### src/rtl/uart_cmd_rx.sv
// UART receiver (8N1, or 8E1 when UART_CMD_PARITY_EN is defined) feeding a command
// decoder that turns 'R'/'r' and 'P'/'p'/' ' into fixed-width button pulses.
module uart_cmd_rx #(
  parameter int unsigned CLKS_PER_BIT = 434,
  parameter int unsigned PULSE_CYCLES = 16
) (
  input  logic       i_clk,
  input  logic       i_rst_n,
  input  logic       i_uart_rx,
  output logic [7:0] o_rx_data,
  output logic       o_rx_valid,
  output logic       o_frame_err,
  output logic       o_but_reset,
  output logic       o_but_play_stop
);

  localparam int unsigned CNT_W = (CLKS_PER_BIT > 1) ? $clog2(CLKS_PER_BIT) : 1;
  localparam int unsigned PW    = $clog2(PULSE_CYCLES + 1);
  localparam logic [CNT_W-1:0] BIT_LAST   = CNT_W'(CLKS_PER_BIT - 1);
  localparam logic [CNT_W-1:0] HALF_LAST  = CNT_W'(CLKS_PER_BIT / 2 - 1);
  localparam logic [PW-1:0]    PULSE_LOAD = PW'(PULSE_CYCLES);

  typedef enum logic [2:0] {
    IDLE,
    START,
    DATA,
    STOP,
    WAIT_IDLE
`ifdef UART_CMD_PARITY_EN
    , PARITY
`endif
  } state_t;

  state_t           state, state_next;
  logic [2:0]       rx_sync;
  logic             rx_s;
  logic [CNT_W-1:0] clk_cnt, clk_cnt_next;
  logic [2:0]       bit_idx, bit_idx_next;
  logic [7:0]       shift, shift_next;
  logic [7:0]       rx_data, rx_data_next;
  logic             rx_valid, valid_next;
  logic             frame_err, err_next;
  logic             parity_ok;
  logic             cmd_reset, cmd_play;
  logic [PW-1:0]    rst_cnt, play_cnt;

  assign rx_s = rx_sync[2];

`ifdef UART_CMD_PARITY_EN
  logic par_bit, par_next;
  // Even parity: data bits plus parity bit must XOR to zero.
  assign parity_ok = ~(^{shift, par_bit});
`else
  assign parity_ok = 1'b1;
`endif

  always_ff @(posedge i_clk) begin
    if (!i_rst_n) begin
      rx_sync <= '1;
    end else begin
      rx_sync <= {rx_sync[1:0], i_uart_rx};
    end
  end

  always_ff @(posedge i_clk) begin
    if (!i_rst_n) begin
      state <= IDLE;
    end else begin
      state <= state_next;
    end
  end

  always_comb begin
    state_next   = state;
    clk_cnt_next = clk_cnt;
    bit_idx_next = bit_idx;
    shift_next   = shift;
    rx_data_next = rx_data;
    valid_next   = 1'b0;
    err_next     = 1'b0;
`ifdef UART_CMD_PARITY_EN
    par_next     = par_bit;
`endif
    unique case (state)
      IDLE: begin
        clk_cnt_next = '0;
        if (!rx_s) begin
          bit_idx_next = '0;
          state_next   = START;
        end
      end
      START: begin
        if (clk_cnt == HALF_LAST) begin
          clk_cnt_next = '0;
          state_next   = rx_s ? IDLE : DATA;
        end else begin
          clk_cnt_next = clk_cnt + CNT_W'(1);
        end
      end
      DATA: begin
        if (clk_cnt == BIT_LAST) begin
          clk_cnt_next = '0;
          shift_next   = {rx_s, shift[7:1]};
          bit_idx_next = bit_idx + 3'd1;
          if (bit_idx == 3'd7) begin
`ifdef UART_CMD_PARITY_EN
            state_next = PARITY;
`else
            state_next = STOP;
`endif
          end
        end else begin
          clk_cnt_next = clk_cnt + CNT_W'(1);
        end
      end
`ifdef UART_CMD_PARITY_EN
      PARITY: begin
        if (clk_cnt == BIT_LAST) begin
          clk_cnt_next = '0;
          par_next     = rx_s;
          state_next   = STOP;
        end else begin
          clk_cnt_next = clk_cnt + CNT_W'(1);
        end
      end
`endif
      STOP: begin
        if (clk_cnt == BIT_LAST) begin
          clk_cnt_next = '0;
          if (rx_s) begin
            state_next = IDLE;
            if (parity_ok) begin
              valid_next   = 1'b1;
              rx_data_next = shift;
            end else begin
              err_next = 1'b1;
            end
          end else begin
            err_next   = 1'b1;
            state_next = WAIT_IDLE;
          end
        end else begin
          clk_cnt_next = clk_cnt + CNT_W'(1);
        end
      end
      WAIT_IDLE: begin
        if (rx_s) begin
          state_next = IDLE;
        end
      end
      default: state_next = IDLE;
    endcase
  end

  // Decode from the completed shift register so pulses rise together with o_rx_valid.
  always_comb begin
    cmd_reset = 1'b0;
    cmd_play  = 1'b0;
    if (valid_next) begin
      cmd_reset = (shift == 8'h52) || (shift == 8'h72);
      cmd_play  = (shift == 8'h50) || (shift == 8'h70) || (shift == 8'h20);
    end
  end

  always_ff @(posedge i_clk) begin
    if (!i_rst_n) begin
      clk_cnt   <= '0;
      bit_idx   <= '0;
      shift     <= '0;
      rx_data   <= '0;
      rx_valid  <= 1'b0;
      frame_err <= 1'b0;
`ifdef UART_CMD_PARITY_EN
      par_bit   <= 1'b0;
`endif
    end else begin
      clk_cnt   <= clk_cnt_next;
      bit_idx   <= bit_idx_next;
      shift     <= shift_next;
      rx_data   <= rx_data_next;
      rx_valid  <= valid_next;
      frame_err <= err_next;
`ifdef UART_CMD_PARITY_EN
      par_bit   <= par_next;
`endif
    end
  end

  // A repeated command reloads its counter, stretching the pulse with no low gap.
  always_ff @(posedge i_clk) begin
    if (!i_rst_n) begin
      rst_cnt  <= '0;
      play_cnt <= '0;
    end else begin
      if (cmd_reset) begin
        rst_cnt <= PULSE_LOAD;
      end else if (rst_cnt != '0) begin
        rst_cnt <= rst_cnt - PW'(1);
      end
      if (cmd_play) begin
        play_cnt <= PULSE_LOAD;
      end else if (play_cnt != '0) begin
        play_cnt <= play_cnt - PW'(1);
      end
    end
  end

  assign o_rx_data       = rx_data;
  assign o_rx_valid      = rx_valid;
  assign o_frame_err     = frame_err;
  assign o_but_reset     = (rst_cnt != '0);
  assign o_but_play_stop = (play_cnt != '0);

endmodule

### config.mk
export PLATFORM = sky130hd
export DESIGN_NAME = uart_cmd_rx
export DESIGN_NICKNAME = d
export VERILOG_FILES = /design/src/rtl/uart_cmd_rx.sv
export SDC_FILE = /design/constraint.sdc
export NUM_CORES = 1
export LEC_CHECK = 0
export BUFFER_PORTS_ARGS = -buffer_cell sky130_fd_sc_hd__buf_4
export CORE_MARGIN = 2
export CORE_UTILIZATION = 25
export CTS_CLUSTER_SIZE = 40
export DETAILED_ROUTE_END_ITERATION = 10
export GPL_ROUTABILITY_DRIVEN = 0
export PLACE_DENSITY_LB_ADDON = 0.2
export REMOVE_ABC_BUFFERS = 1
export SYNTH_ARGS = -nofsm -noshare
export SYNTH_HDL_FRONTEND = slang
export SYNTH_SLANG_ARGS = --single-unit
### constraint.sdc
create_clock -name i_clk -period 1.5 [get_ports i_clk]
set_clock_uncertainty 0.05 [all_clocks]
set_input_delay 0.3 -clock i_clk [delete_from_list [all_inputs] [get_ports i_clk]]
set_output_delay 0.3 -clock i_clk [all_outputs]
set_load 0.02 [all_outputs]
==> reports/results.ini, run 1 <==
[sta]
period_minus_slack_ns = 1.857
worst_pin_slew_ns = 0.3258
slew_violations = 0
layout_setup_ws_ns = -0.3566
rsz0062_at_grt = yes
tns_ns = -4.167
fin_crit_sh_pct = 123.8
hold_ws_ns = 0.1337
setup_violations = 26
maxSlewHeadroom_pct = 78.25
hold_viol = 0
fmax_ghz = 0.5386

[cells_and_area]
fin_cells = 410
multiInputGateArea_sq_um = 1336
regArea_sq_um = 937.1
syn_to_final_growth_pct = 46.86
n_antenna_cell = 0
fillers = 828
fin_nets = 314
post-route-util_pct = 37.94
drive_above_1_share_pct = 45.25

[clocking]
cts-root-buf = clkbuf_8
cts_htree_levels = 2
clk_pin_slew_ns = 0.09
cts_buffers = 5
cts.sinks = 46
worstSkewPairLatency_ns = 0.30
cts.path.max_buffers = 2
cts_tree = yes

[pwr]
p_int_uw = 2906
power_frac_comb_pct = 38.0
p_leak_uw = 0.001156
powerDensity_nw_per_um2 = 1296
ir_drop_mv = 0.8935
switchingPower_uw = 1154
power.share.sequential_pct = 34.7
clockPowerShare_pct = 27.3
p_sw_share_pct = 28.43

[yosys]
synth_most_common_cell = dfxtp_1
ys_warn_count = 0
synth_area_leaders = dfxtp_1 43%, nand2_1 5.5%, a21oi_1 4.5%
synth_seq_area_share_pct = 43.17
synth_ff_type = dfxtp_1
netlist_instances = 243
synth_edf_count = 0
yosys.area_share.simple_pct = 27.04
synth.cell_area_sq_um = 2133
synth_mux_area_share_pct = 4.282
synth_common_cells = 46 x dfxtp_1, 31 x nand2_1, 25 x nor2_1
avgSynthCellArea_sq_um = 8.779
synth_adder_area_share_pct = 4.106
synth_top_family_by_area = simple AND/OR/NAND/NOR gates
synthXorXnorAreaFrac_pct = 3.284
synth-compound-area-share_pct = 12.43
yosys.area.top_type_share_pct = 43.17
synth_top_area_cell = dfxtp_1
synth-seq-cells = 46
synth_cell_type_count = 42
ys_async_sr_fraction_pct = 0

[global_routing]
grt.total_usage_pct = 12.05
grt_pass1_vias = 1755
overflow = 0
grt_max_degree = 17
antenna_found_initial = 0
grt_pass1_wl_um = 8625

[hold_path]
whs_path_depth = 2
hp-class = in -> reg

[detailed_routing]
first_iter_violations = 68
drc = 0
avgViaCountPerCell = 4.544
routed_wl_um = 5326
firstDrtPassIters = 4
routedWlPerCell_um = 12.99
ant_nets = 0
dr_total_vias = 1863

[worst_setup_path]
rrSetupSlack_ns = -0.25
reg2reg_from = clk_cnt[1]$_SDFFE_PN0P_
crit_path_start = play_cnt[0]$_SDFFE_PP0P_
worstSetupPathDepth = 6
worst_r2r_endpoint = o_rx_data[0]$_SDFFE_PN0P_
path_buf_inv = 3
cp-start-kind = flip-flop
rr_worst_depth = 8
crit_path_end_kind = primary output
worst-path-max-fanout = 2
critPathCapture = o_but_play_stop
path_cells = inv_2 -> ha_4 -> or3b_4 -> nor2_4 -> inv_2 -> buf_6
critical_path_class = reg -> out
worstPathArrival_ns = 1.51
critPathTopFamily = simple AND/OR/NAND/NOR gates
critPathSlowestCell = or3b_4
critical_path_required_ns = 1.15
worst_path_largest_cell_delay_ns = 0.39
critPathMostFrequentCell = inv_2

[floorplanning]
dieArea_sq_um = 9288
num_rows = 33
dieHeight_um = 96.38
coreArea_sq_um = 8258
initial_core_util_pct = 25.83
die_w_um = 96.38
io_pins = 15

[place]
port_buffers = 14
numPlacedInstances = 389
post-dp-hpwl_um = 3368
preCtsSetupSlack_ns = -0.1935

[run_status]
violations = negative setup slack
status = finished, violations left

[run]
cap_violations = 0

metrics by stage:
step                      power, uW  area (sq um)
after CTS                      3915          3015
after global placement         2435          2619
after floorplan                1962          2049
final                          4060          3133
after global routing           4314          3133
after detailed placement       2438          2619
kinds of logic after synthesis:
logic type               count (synthesis)
multiplexers                             9
buffers and inverters                   24
adder cells (fa/ha/maj)                  7
flip-flops                              46
AND/OR/NAND/NOR                        108
XOR/XNOR                                 8
AO/OA/AOI/OAI                           41
layout by cell type, fill, tap and decap left out, types with 2 or more instances in the layout:
cell / count
inv_1: 2
a21oi_1: 15
dfxtp_1: 35
xnor2_1: 6
nor2_1: 20
or3b_4: 2
clkbuf_8: 5
nor2b_1: 2
buf_4: 58
ha_4: 4
a32oi_1: 3
nand2b_1: 6
nand3_2: 2
mux2i_1: 8
a211oi_2: 3
nor2_2: 4
buf_6: 6
inv_2: 8
and2_1: 3
o22ai_1: 6
dfxtp_2: 10
o21a_1: 3
a31o_4: 2
a21oi_2: 4
bufinv_16: 2
nor4_4: 3
nand4b_1: 2
ha_1: 3
o41a_1: 2
nand2_1: 29
nor3_2: 4
nor3_1: 10
nand3_1: 6
nor2_4: 2
state kept, by name, summed over array words and instances, names as in the netlist:
name and flops:
bit_idx 3, o_frame_err 1, rst_cnt 5, o_rx_valid 1, clk_cnt 9, o_rx_data 8
play_cnt 5, rx_sync 3, shift 8, state 3
worst min path at each step:
stage	startpoint	end	slack, ns
finish	i_uart_rx	rx_sync[0]$_SDFF_PN1_	0.13
floorplan	i_rst_n	rx_sync[0]$_SDFF_PN1_	0.32
global route	i_uart_rx	rx_sync[0]$_SDFF_PN1_	0.13
detailed placement	rx_sync[0]$_SDFF_PN1_	rx_sync[1]$_SDFF_PN1_	0.35
CTS	i_uart_rx	rx_sync[0]$_SDFF_PN1_	0.12
global placement	rx_sync[0]$_SDFF_PN1_	rx_sync[1]$_SDFF_PN1_	0.34
area by class of cell:
cell class	count	area share [%]
multi-input cells	174	42.65
clock inverters	3	2.196
well taps	105	4.193
flip-flops and latches	46	29.91
inverters	10	1.198
repair buffers	67	17.65
clock buffers	5	2.196
repair_timing:
action,4_1_cts,5_1_grt
gates cloned,2,1
hold buffers,0,0
endpoints found under the hold margin,0,0
endpoints found under the setup margin,29,44
setup buffers,7,8
pin swaps,13,24
gates resized for setup,44,30
power groups by stage:
| stage | logic, uW | clock network [uW] | registers (uW) |
|---|---|---|---|
| after floorplan | 552 | 0 | 1410 |
| after global placement | 1020 | 0 | 1420 |
| after detailed placement | 1020 | 0 | 1420 |
| after CTS | 1370 | 1140 | 1410 |
| after global routing | 1700 | 1190 | 1420 |
| final | 1540 | 1110 | 1410 |
per-layer routing:
layer | GRT usage [%] | up-vias | wire length [um]
met2 | 17.82 | 25 | 2409
met5 | 0 | - | 0
li1 | - | 970 | -
met3 | 2.560 | 6 | 152
met4 | 4.577 | 0 | 81
met1 | 17.12 | 862 | 2682
Note: power is estimated with default switching activity, not from simulation.
==> inputs of run 2 (changes only) <==
CORE_UTILIZATION = 40   (was 25)
SLEW_MARGIN = 20   (was unset)
==> run 2 against run 1 <==
Net effect: the flow still finishes with violations (negative setup slack); largest cell class unchanged; clock power fell by 28%; sequential share of layout area up 1.3 points; global-route usage is 4.7 points higher; via count is 0.38% lower; first-iteration DRC count is 51% higher; routed wire length shrank 9.6%; critical path depth did not move; maximum frequency is 0.45% lower; critical endpoint is now o_but_reset; largest power group is now registers; sequential power hardly changed; power is 13% lower; combinational power shrank 14%.
==> reports/results.ini, run 2 (same netlist as run 1, synthesis figures left out) <==
[floorplanning]
num_rows = 26  ; -21%
dieArea_sq_um = 5934  ; -36%
coreArea_sq_um = 5140  ; -38%
initial_core_util_pct = 41.50  ; +16 points
io_pins = 15  ; unchanged
dieHeight_um = 77.03  ; -20%
die_w_um = 77.03  ; -20%

[clocking]
worstSkewPairLatency_ns = 0.30  ; about the same
cts_htree_levels = 2  ; unchanged
cts-root-buf = clkbuf_8
cts_tree = yes
cts.path.max_buffers = 2  ; unchanged
cts.sinks = 46  ; unchanged
ctsHoldBuffers = 0  ; unchanged
clk_pin_slew_ns = 0.09  ; about the same
cts_buffers = 5  ; unchanged

[cells_and_area]
n_antenna_cell = 0  ; unchanged
final_common_cell = buf_4
fin_area_sq_um = 2984  ; -4.8%
regMostFlops = clk_cnt
syn_to_final_growth_pct = 39.88
largest_register_ff_count = 9  ; unchanged
fin_nets = 310  ; -1.3%
most-common-layout-cells = 53 x buf_4, 38 x dfxtp_1, 29 x nand2_1, 23 x nor2_1, 15 x a21oi_1
regArea_sq_um = 930.9  ; -0.67%
drive_above_1_share_pct = 41.20  ; -4.0 points
fillers = 478  ; -42%
multiInputGateArea_sq_um = 1301  ; -2.6%

[global_routing]
use_met1_pct = 24.14  ; +7.0 points
top_usage_layer = met2
grt_max_degree = 17  ; unchanged
grt_pass1_wl_um = 8211  ; -4.8%
use_met2_pct = 25.18  ; +7.4 points
antenna_found_initial = 0  ; unchanged
grt_use_met3_pct = 3.294  ; +0.73 points
overflow = 0  ; unchanged
grt_pass1_vias = 1780  ; +1.4%
grt.total_usage_pct = 16.79  ; +4.7 points

[sta]
fin_crit_sh_pct = 124.3  ; +0.57 points
maxSlewHeadroom_pct = 73.43  ; -4.8 points
worst_pin_slew_ns = 0.3982  ; +0.07234 ns
layout_setup_ws_ns = -0.3650  ; -0.008478 ns
rsz0062_at_grt = yes
tns_ns = -6.303  ; -2.137 ns
setup_violations = 31  ; +19%
slew_violations = 0  ; unchanged
period_minus_slack_ns = 1.865  ; +0.008478 ns
fmax_ghz = 0.5362  ; -0.45%
hold_viol = 0  ; unchanged

[run_status]
status = finished, violations left
violations = negative setup slack

[worst_setup_path]
crit_path_end_kind = primary output
rr_worst_depth = 8  ; unchanged
worstPathArrival_ns = 1.52  ; about the same
critical_path_required_ns = 1.15  ; about the same
critPathTopFamily = simple AND/OR/NAND/NOR gates
critPathSlowestCell = or3b_4
worst-path-max-fanout = 2  ; unchanged
critPathMostFrequentCell = inv_2
path_cells = inv_2 -> ha_4 -> or3b_4 -> nor2_4 -> inv_2 -> buf_6
cp-start-kind = flip-flop
critical_path_class = reg -> out
path_buf_inv = 3  ; unchanged
worstSetupPathDepth = 6  ; unchanged
worst_path_largest_cell_delay_ns = 0.39  ; about the same

[hold_path]
whs_path_depth = 2  ; unchanged
hp-class = in -> reg

[place]
placed_cell_area_sq_um = 2567  ; -2.0%
post-dp-hpwl_um = 2994  ; -11%
preCtsSetupSlack_ns = -0.1610  ; +0.03255 ns
port_buffers = 14  ; unchanged

[pwr]
power_frac_comb_pct = 37.5  ; -0.5 points
p_leak_uw = 0.001143  ; -1.1%
clockPowerShare_pct = 22.5  ; -4.8 points
power.share.sequential_pct = 40.0  ; +5.3 points
switchingPower_uw = 1113  ; -3.6%
p_int_uw = 2428  ; -16%
ir_drop_mv = 1.078  ; +21%
p_sw_share_pct = 31.43  ; +3.0 points
powerDensity_nw_per_um2 = 1187  ; -8.4%

[detailed_routing]
firstDrtPassIters = 4  ; unchanged
ant_nets = 0  ; unchanged
first_iter_violations = 103  ; +51%
routed_wl_um = 4814  ; -9.6%
routedWlPerCell_um = 12.98  ; -0.11%
drc = 0  ; unchanged
avgViaCountPerCell = 5.003  ; +10%
dr_total_vias = 1856  ; -0.38%

[run]
cap_violations = 0  ; unchanged

## run 2: changes by cell type in the layout (fill, tap and decap cells not counted), moves of 3 or more
cell	delta
nor2_1	+3
buf_4	-5
nor2_2	-3
dfxtp_1	+3
## run 2: final timing paths
path / startpoint / end / slack [ns]
worst max register to register: clk_cnt[1]$_SDFFE_PN0P_ / o_rx_data[3]$_SDFFE_PN0P_ / -0.28
worst min-delay path: i_uart_rx / rx_sync[0]$_SDFF_PN1_ / 0.14
worst min register to register: rx_sync[0]$_SDFF_PN1_ / rx_sync[1]$_SDFF_PN1_ / 0.36
worst max-delay path: rst_cnt[0]$_SDFFE_PP0P_ / o_but_reset / -0.37
## run 2: power by group through the flow
stage	Combinational [uW]	Clock [uW]	Sequential, uW
2_1_floorplan	552	0	1410
3_3_place_gp	980	0	1420
3_5_place_dp	987	0	1420
4_1_cts	1110	819	1400
5_1_grt	1440	872	1430
6_report	1330	796	1420
## run 2: what timing repair did
action                                  CTS  global route
pin swaps                                13            23
setup buffers                             4             6
resized for setup                        30            37
endpoints found under the setup margin   30            44
gates cloned                              2             1
## run 2: cell type report
| class | instances | share of cell area (%) |
|---|---|---|
| multi-input combinational | 174 | 43.61 |
| sequential | 46 | 31.19 |
| timing repair buffer | 63 | 17.86 |
| tap | 70 | 2.935 |
| clock buffer | 5 | 2.306 |
| inverter | 10 | 1.258 |
| clock inverter | 3 | 0.8386 |
## run 2: through the flow
step | hold WS (ns) | instances | total power, uW | utilization [%]
2_1_floorplan | 0.3230 | 229 | 1962 | -
3_3_place_gp | 0.3508 | 353 | 2401 | 49.95
3_5_place_dp | 0.3467 | 353 | 2404 | 49.95
4_1_cts | 0.1362 | 367 | 3336 | 55.57
5_1_grt | 0.1709 | 371 | 3746 | 58.06
6_report | 0.1388 | 371 | 3541 | 58.06
## run 2: per-layer routing
metal / vias to the layer above / share of wire (%)
met3: 5 / 3.3
met4: 0 / 1.3
met2: 35 / 44
met1: 855 / 51
li1: 961 / -
met5: - / 0
==> inputs of run 3 (changes only) <==
SETUP_SLACK_MARGIN = 0.05   (was unset)
==> run 3 against run 2 <==
Net effect: the run still ends with negative setup slack left; power about the same; routed wire length increased by 3.6%; utilization increased by 2.5 points; cell area increased by 4.3%; sequential share of layout area decreased by 1.2 points; worst setup slack improved by 0.0020 ns.
==> reports/results.ini, run 3 (same netlist as run 1, synthesis figures left out) <==
[run_status]
status = finished, violations left
violations = negative setup slack

[place]
port_buffers = 14  ; unchanged
post-dp-hpwl_um = 2994  ; unchanged
preCtsSetupSlack_ns = -0.1610  ; unchanged
numPlacedInstances = 353  ; unchanged
placed_cell_area_sq_um = 2567  ; unchanged

[global_routing]
grt_max_degree = 17  ; unchanged
grt_pass1_vias = 1796  ; +0.90%
antenna_found_initial = 0  ; unchanged
overflow = 0  ; unchanged
grt.total_usage_pct = 17.01  ; +0.22 points
grt_pass1_wl_um = 8314  ; +1.3%

[hold_path]
whs_path_depth = 2  ; unchanged
hp-class = in -> reg

[sta]
period_minus_slack_ns = 1.863  ; -0.002014 ns
maxSlewHeadroom_pct = 73.55  ; +0.13 points
fin_crit_sh_pct = 124.2  ; -0.13 points
layout_setup_ws_ns = -0.3630  ; +0.002014 ns
fmax_ghz = 0.5368  ; +0.11%
slew_violations = 0  ; unchanged
hold_viol = 0  ; unchanged
worst_pin_slew_ns = 0.3962  ; -0.001941 ns
setup_violations = 31  ; unchanged
hold_ws_ns = 0.1378  ; -0.001084 ns
rsz0062_at_grt = yes

[cells_and_area]
post-route-util_pct = 60.54  ; +2.5 points
n_antenna_cell = 0  ; unchanged
largest_register_ff_count = 9  ; unchanged
drive_above_1_share_pct = 48.03  ; +6.8 points
fin_cells = 374  ; +0.81%
fin_area_sq_um = 3112  ; +4.3%
most-common-layout-cells = 54 x buf_4, 37 x dfxtp_1, 23 x nor2_1, 20 x nand2_1, 11 x a21oi_2
fillers = 453  ; -5.2%
syn_to_final_growth_pct = 45.86
fin_nets = 313  ; +0.97%
regMostFlops = clk_cnt
final_common_cell = buf_4

[detailed_routing]
routed_wl_um = 4989  ; +3.6%
drc = 0  ; unchanged
first_iter_violations = 100  ; -2.9%
routedWlPerCell_um = 13.34  ; +2.8%
dr_total_vias = 1871  ; +0.81%
avgViaCountPerCell = 5.003  ; about the same
firstDrtPassIters = 4  ; unchanged
ant_nets = 0  ; unchanged

[clocking]
cts.sinks = 46  ; unchanged
clk_pin_slew_ns = 0.09  ; about the same
cts-root-buf = clkbuf_8
cts_buffers = 5  ; unchanged
cts_htree_levels = 2  ; unchanged
cts_tree = yes
worstSkewPairLatency_ns = 0.30  ; about the same
cts.path.max_buffers = 2  ; unchanged

[floorplanning]
dieHeight_um = 77.03  ; unchanged
coreArea_sq_um = 5140  ; unchanged
num_rows = 26  ; unchanged
dieArea_sq_um = 5934  ; unchanged
initial_core_util_pct = 41.50  ; unchanged
io_pins = 15  ; unchanged
die_w_um = 77.03  ; unchanged

[pwr]
p_leak_uw = 0.001225  ; +7.2%
powerDensity_nw_per_um2 = 1139  ; -4.0%
ir_drop_mv = 1.078  ; about the same

[worst_setup_path]
worst-path-max-fanout = 2  ; unchanged
critical_path_required_ns = 1.15  ; about the same
rr_worst_depth = 8  ; unchanged
worstPathArrival_ns = 1.51  ; about the same
cp-start-kind = flip-flop
crit_path_end_kind = primary output
critical_path_class = reg -> out
rrSetupSlack_ns = -0.29  ; about the same

[run]
cap_violations = 0  ; unchanged

[run 3: through the flow]
stage	setup TNS, ns	total power, uW
2_1_floorplan	-5.591	1962
3_3_place_gp	-1.500	2401
3_5_place_dp	-1.543	2404
4_1_cts	-4.317	3336
5_1_grt	-9.452	3749
6_report	-7.342	3544
[run 3: critical path: stages, from the launching register on]
cell and delay (ns):
dfxtp_2 0.34, inv_2 0.07, ha_4 0.12, or3b_4 0.39, nor2_4 0.13, inv_2 0.05
buf_6 0.12
[run 3: cell type report]
class	instances	area [sq um]	area share [%]
Timing Repair Buffer	66	580.6	18.66
Sequential cell	46	932.1	29.96
Multi-Input combinational cell	174	1380	44.35
Tap cell	70	87.58	2.815
Inverter	10	37.54	1.206
Clock buffer	5	68.82	2.212
Clock inverter	3	25.02	0.8042
[run 3: layer usage]
metal	share of wire (%)	vias to the layer above	routed length, um	GRT usage, %
li1	-	970	-	-
met1	51	865	2552	24.73
met2	45	31	2229	25.00
met3	2.9	5	143	3.294
met4	1.2	0	62	6.071
met5	0	-	0	0
[run 3: path summary, 6_finish.rpt]
path / start / end
setup / recovery: rst_cnt[0]$_SDFFE_PP0P_ / o_but_reset
hold / removal: i_uart_rx / rx_sync[0]$_SDFF_PN1_
setup reg to reg: clk_cnt[1]$_SDFFE_PN0P_ / o_rx_data[4]$_SDFFE_PN0P_
hold reg to reg: rx_sync[0]$_SDFF_PN1_ / rx_sync[1]$_SDFF_PN1_
[run 3: repair_timing]
| item | 4_1_cts | 5_1_grt |
|---|---|---|
| setup buffers | 4 | 8 |
| endpoints found under the setup margin | 42 | 44 |
| hold buffers | 0 | 0 |
| resized for setup | 34 | 59 |
| gates cloned | 3 | 0 |
| pin swaps | 15 | 36 |
[run 3: power breakdown]
group	switching [uW]	internal, uW	leakage [uW]	total [uW]
Combinational	578	753	0.000804	1330
Clock	459	337	0.0000447	796
Sequential	78.8	1340	0.000377	1420
Total	1120	2430	0.00123	3540
